--- src/rtl/pipe_pkg.sv ---
// pipe_pkg
// Shared constants and types for the pipe_stage_chain register chain.
//   DEF_STAGES / DEF_DATA_W : default chain depth and payload width
//   KILL_W                  : width of the saturating flush-kill counter
//   idx_t                   : stage index type for the default depth
package pipe_pkg;

  localparam int DEF_STAGES = 4;
  localparam int DEF_DATA_W = 64;
  localparam int KILL_W     = 16;
  localparam int DEF_IDX_W  = $clog2(DEF_STAGES);

  typedef logic [DEF_IDX_W-1:0] idx_t;
  typedef logic [KILL_W-1:0]    kill_cnt_t;

endpackage

--- src/rtl/pipe_stage_reg.sv ---
// pipe_stage_reg
// One stage of the chain: a valid bit plus a payload register.
//   clk, reset : clock, asynchronous active-high reset
//   load       : capture din and mark the stage valid
//   clr        : mark the stage empty (wins over load, payload untouched)
//   din        : payload to capture on load
//   v, d       : current valid bit and payload
// When neither load nor clr is asserted the stage holds.
module pipe_stage_reg
  import pipe_pkg::*;
#(
  parameter int DATA_W = DEF_DATA_W
) (
  input  logic              clk,
  input  logic              reset,
  input  logic              load,
  input  logic              clr,
  input  logic [DATA_W-1:0] din,
  output logic              v,
  output logic [DATA_W-1:0] d
);

  always_ff @(posedge clk or posedge reset) begin
    if (reset) begin
      v <= 1'b0;
      d <= '0;
    end else if (clr) begin
      // Bubble or flush: payload is left as-is, only the valid bit drops.
      v <= 1'b0;
    end else if (load) begin
      v <= 1'b1;
      d <= din;
    end
  end

endmodule

--- src/rtl/pipe_stage_chain.sv ---
// pipe_stage_chain
// In-order pipeline register chain with elastic valid/ready handshake,
// per-stage stall, bubble collapse and flush of the younger stages.
// Stage 0 is the youngest (input side), stage STAGES-1 the oldest (output).
//   clk, reset             : clock, asynchronous active-high reset
//   in_valid/in_ready/in_data    : upstream handshake into stage 0
//   out_valid/out_ready/out_data : downstream handshake from the last stage
//   stall_req[k]           : hold stage k in place
//   flush_valid/flush_stage: kill stages 0..flush_stage this cycle
//   occupancy              : registered count of valid stages
//   kill_count             : registered, saturating count of flushed items
module pipe_stage_chain
  import pipe_pkg::*;
#(
  parameter int STAGES = DEF_STAGES,
  parameter int DATA_W = DEF_DATA_W,
  parameter int IDX_W  = $clog2(STAGES),
  parameter int CNT_W  = $clog2(STAGES + 1)
) (
  input  logic              clk,
  input  logic              reset,
  input  logic              in_valid,
  output logic              in_ready,
  input  logic [DATA_W-1:0] in_data,
  output logic              out_valid,
  input  logic              out_ready,
  output logic [DATA_W-1:0] out_data,
  input  logic [STAGES-1:0] stall_req,
  input  logic              flush_valid,
  input  logic [IDX_W-1:0]  flush_stage,
  output logic [CNT_W-1:0]  occupancy,
  output logic [KILL_W-1:0] kill_count
);

  logic [STAGES-1:0] v;
  logic [STAGES-1:0] adv;
  logic [STAGES-1:0] space;
  logic [STAGES-1:0] killed;
  logic [STAGES-1:0] load;
  logic [STAGES-1:0] clr;
  logic [STAGES-1:0] v_nxt;
  logic [DATA_W-1:0] d   [STAGES];
  logic [DATA_W-1:0] din [STAGES];
  logic [IDX_W-1:0]  fs_eff;
  logic [CNT_W-1:0]  kills;

  function automatic logic [CNT_W-1:0] popcnt(input logic [STAGES-1:0] x);
    logic [CNT_W-1:0] c;
    c = '0;
    for (int i = 0; i < STAGES; i++) begin
      c = c + CNT_W'(x[i]);
    end
    return c;
  endfunction

  function automatic logic [KILL_W-1:0] sat_add(input logic [KILL_W-1:0] a,
                                                input logic [CNT_W-1:0]  b);
    logic [KILL_W:0] s;
    s = {1'b0, a} + (KILL_W + 1)'(b);
    return s[KILL_W] ? {KILL_W{1'b1}} : s[KILL_W-1:0];
  endfunction

  // Out-of-range flush index behaves as a flush of the whole chain.
  always_comb begin
    if (int'(flush_stage) >= STAGES) fs_eff = IDX_W'(STAGES - 1);
    else                             fs_eff = flush_stage;
  end

  always_comb begin
    for (int k = 0; k < STAGES; k++) begin
      killed[k] = flush_valid & (k <= int'(fs_eff));
    end
  end

  // Advance/space ripple from the oldest stage back to the youngest so a
  // stage can refill in the same cycle the stage ahead of it drains.
  always_comb begin
    adv   = '0;
    space = '0;
    for (int k = STAGES - 1; k >= 0; k--) begin
      if (k == STAGES - 1) adv[k] = v[k] & ~stall_req[k] & ~killed[k] & out_ready;
      else                 adv[k] = v[k] & ~stall_req[k] & space[k+1];
      space[k] = ~v[k] | adv[k];
    end
  end

  assign in_ready  = space[0] & ~flush_valid;
  assign out_valid = v[STAGES-1] & ~stall_req[STAGES-1] & ~killed[STAGES-1];
  assign out_data  = d[STAGES-1];

  // Per-stage load/clear. An item leaving a killed stage is never loaded,
  // so the stage just above the flush boundary receives a bubble.
  always_comb begin
    load = '0;
    clr  = '0;
    for (int k = 0; k < STAGES; k++) begin
      if (k == 0) load[k] = in_valid & in_ready;
      else        load[k] = adv[k-1] & ~killed[k-1];
      clr[k] = killed[k] | (~load[k] & (adv[k] | ~v[k]));
    end
  end

  always_comb begin
    din[0] = in_data;
    for (int k = 1; k < STAGES; k++) begin
      din[k] = d[k-1];
    end
  end

  always_comb begin
    for (int k = 0; k < STAGES; k++) begin
      v_nxt[k] = clr[k] ? 1'b0 : (load[k] ? 1'b1 : v[k]);
    end
  end

  assign kills = popcnt(v & killed);

  // ---- stage registers ----
  for (genvar k = 0; k < STAGES; k++) begin : g_stage
    pipe_stage_reg #(
      .DATA_W (DATA_W)
    ) u_reg (
      .clk   (clk),
      .reset (reset),
      .load  (load[k]),
      .clr   (clr[k]),
      .din   (din[k]),
      .v     (v[k]),
      .d     (d[k])
    );
  end

  // ---- status registers ----
  always_ff @(posedge clk or posedge reset) begin
    if (reset) begin
      occupancy  <= '0;
      kill_count <= '0;
    end else begin
      occupancy  <= popcnt(v_nxt);
      kill_count <= sat_add(kill_count, kills);
    end
  end

endmodule

--- config.mk ---
export PLATFORM = sky130hd
export DESIGN_NAME = pipe_stage_chain
export DESIGN_NICKNAME = d
export VERILOG_FILES = /design/src/rtl/pipe_pkg.sv /design/src/rtl/pipe_stage_reg.sv /design/src/rtl/pipe_stage_chain.sv
export SDC_FILE = /design/constraint.sdc
export NUM_CORES = 1
export LEC_CHECK = 0
export BUFFER_PORTS_ARGS = -buffer_cell sky130_fd_sc_hd__buf_2
export CAP_MARGIN = 20
export CORE_MARGIN = 2
export CORE_UTILIZATION = 50
export CTS_CLUSTER_SIZE = 16
export DETAILED_ROUTE_END_ITERATION = 8
export PLACE_DENSITY = 0.73
export SETUP_SLACK_MARGIN = 0.1
export SLEW_MARGIN = 15
export SYNTH_ARGS = -nofsm -noshare
export SYNTH_HDL_FRONTEND = slang
export SYNTH_SLANG_ARGS = --single-unit
--- constraint.sdc ---
create_clock -name clk -period 16.4 [get_ports clk]
set_clock_uncertainty 0.15 [all_clocks]
set_input_delay 1.64 -clock clk [delete_from_list [all_inputs] [get_ports clk]]
set_output_delay 1.64 -clock clk [all_outputs]
set_load 0.02 [all_outputs]
==> results_dict.tcl <==
set metrics [dict create \
    p_leak_uw 0.00627 \
    powerDensity_nw_per_um2 158 \
    cts_buffers 30 \
    synthDistinctLibCells 45 \
    grt-ovfl-total 0 \
    critPathCaptureType "output port" \
    post_drt_wl_per_cell_um 16.9 \
    cp_max_fo 13 \
    gp_congestion 0.789 \
    rsz0062_at_grt "false" \
    postCtsResizedCells 0 \
    nNetsFinal 923 \
    critPathKind "in -> out" \
    critical_path_arrival_ns 2.78 \
    clockBufferDepth 3 \
    dp_slack_ns 11.50 \
    clkSlewWorstSetupHoldPaths_ns 0.06 \
    post-cts-setup-buffers 0 \
    die_area_um2 24000 \
    drive_above_1_share 0.513 \
    async_reset_ff_frac 1.00 \
    grt_pass1_wl_mm 31.9 \
    final-max-slew-violation-count 0 \
    detail_route.iter0.violations 230 \
    vdd.ir_drop.worst_mv 0.100 \
    layout.cells.non_filler 1151 \
    grt_pass1_vias 6047 \
    io_buffers 159 \
    synth_fp_nets 816 \
    die_w_um 155 \
    cts_hold_buffers 0 \
    synth_edf_count 0 \
    cap_viol_max_count 0 \
    dp_hpwl_mm 11.7 \
    ys.flop_type "dfrtp_1" \
    antenna_found_initial 1 \
    drtPass1Iterations 4 \
    cts_sinks 279 \
    hold_path.class "reg -> reg" \
    r2r_slack_ns 13.11 \
    cts_tree "built" \
    fp-row-count 55 \
    worst_pin_slew_ns 1.00 \
    ys_ff_latch 279 \
    worstPathRequired_ns 14.61 \
    tns_ns 0 \
    initial_utilization 0.506 \
    seq_area_frac_synth 0.614 \
    final_util 0.574 \
    hold_viol 0 \
    fmax_ghz 0.219 \
    post-route-min-period_ns 4.57 \
    area_delta_synth_final_pct 13.6 \
    synth_cells 734 \
    wirelength_mm 19.5 \
    coreArea_um2 22500 \
    period_share 0.279 \
    clk_latency_ns 0.54 \
    grt_max_degree 123 \
    cts_root_buffer "clkbuf_16" \
    syn_area_per_cell_um2 15.5 \
    netlist_area_um2 11400 \
    setup_ws_ns 11.83 \
    dp.cells 1093 \
    track_usage 0.165 \
    drc 0 \
    slew_headroom 0.333 \
    cts_max_level 1 \
    die_h_um 155 \
    via_per_inst 5.13 \
    ant_nets 0 \
    yosys_warnings 0 \
    cp-start-kind "primary input" \
    via_count 5902 \
    status "finished clean" \
    finalSetupViolCount 0 \
    ios 160 \
]
[worst max-delay path, stage by stage]
cell and delay, ns:
buf_2 0.19, a31oi_4 0.20, a21boi_2 0.13, o41a_1 0.36, nor2_1 0.09, buf_2 0.16
[kinds of logic after synthesis]
kind of cell / count (synthesis) / share of synthesized area
xor+xnor: 11 / 0.00847
mux: 258 / 0.255
simple gates: 55 / 0.0256
buf+inv: 103 / 0.0675
fa+ha+maj: 7 / 0.0103
flops: 279 / 0.614
compound gates: 21 / 0.0189
[flip-flops by register name, indices dropped and copies added (netlist names)]
| name | cells |
|---|---|
| g_stage.u_reg.d | 256 |
| kill_count | 16 |
| g_stage.u_reg.v | 4 |
| occupancy | 3 |
[final timing paths]
check / start / endpoint / cells past startpoint
worst max-delay path: flush_valid / in_ready / 6
worst min-delay path: g_stage[1].u_reg.d[35] / g_stage[1].u_reg.d[35] / 1
worst max register to register: g_stage[0].u_reg.v / occupancy[1] / 9
worst min register to register: g_stage[1].u_reg.d[35] / g_stage[1].u_reg.d[35] / 1
max in group asynchronous: reset / kill_count[2] / 3
min in group asynchronous: reset / g_stage[0].u_reg.d[21] / 2
[cell usage after synthesis (3+ instances only)]
library cell	number	area (um2)
and2_1	3	18.8
buf_2	5	25.0
buf_4	76	571
buf_6	12	135
dfrtp_1	279	6980
fa_1	4	80.1
ha_1	3	37.5
inv_1	10	37.5
mux2_1	43	484
mux2_2	215	2420
nand2_1	20	75.1
nor2_1	8	30.0
nor3_1	4	20.0
o21ai_0	3	15.0
xnor2_1	10	87.6
[through the flow]
step	cell area, um2	hold slack (ns)	total power [uW]
5_1_grt	12900	0.349	2160
6_report	12900	0.328	2050
2_1_floorplan	11400	0.302	1320
3_3_place_gp	11900	0.311	1360
4_1_cts	12900	0.333	2070
3_5_place_dp	11900	0.320	1380
[placed cells by master, fill, tap and decap left out, types with 2 or more instances in the layout]
cell	count
a21oi_1	2
a31oi_1	2
and2_1	3
buf_2	159
buf_4	8
bufinv_16	2
clkbuf_1	7
clkbuf_16	31
clkbuf_8	9
clkinv_2	5
dfrtp_1	279
fa_1	4
ha_1	3
inv_1	9
mux2_1	43
mux2_2	215
nand2_1	20
nand2b_1	2
nand3_1	2
nand4_1	2
nor2_1	8
nor3_1	3
nor3b_1	2
nor4_1	2
nor4b_1	2
o21ai_0	3
o21bai_1	2
xnor2_1	10
[cell type report]
type                    count  area (um2)
diodes                      1        2.50
clock buffers              47         926
clock inverters             9         101
fillers                  1841        9580
inverters                  10        45.0
multi-input cells         352        3630
flip-flops and latches    279        6980
well taps                 285         357
repair buffers            168         883
[per-layer routing]
layer,share of wire,vias up,global-route usage,wire length [um]
met5,0,-,0,0
met4,0.023,0,0.0445,450
met3,0.041,31,0.0305,794
met2,0.47,135,0.261,9090
met1,0.47,3028,0.236,9170
li1,-,2708,-,-
[report_power, final]
part | switching (uW) | internal [uW] | total [uW]
Combinational | 163 | 195 | 358
Sequential | 109 | 899 | 1010
Clock | 263 | 417 | 681
Total | 535 | 1510 | 2050
No activity file was read; power rests on OpenSTA's default activity.
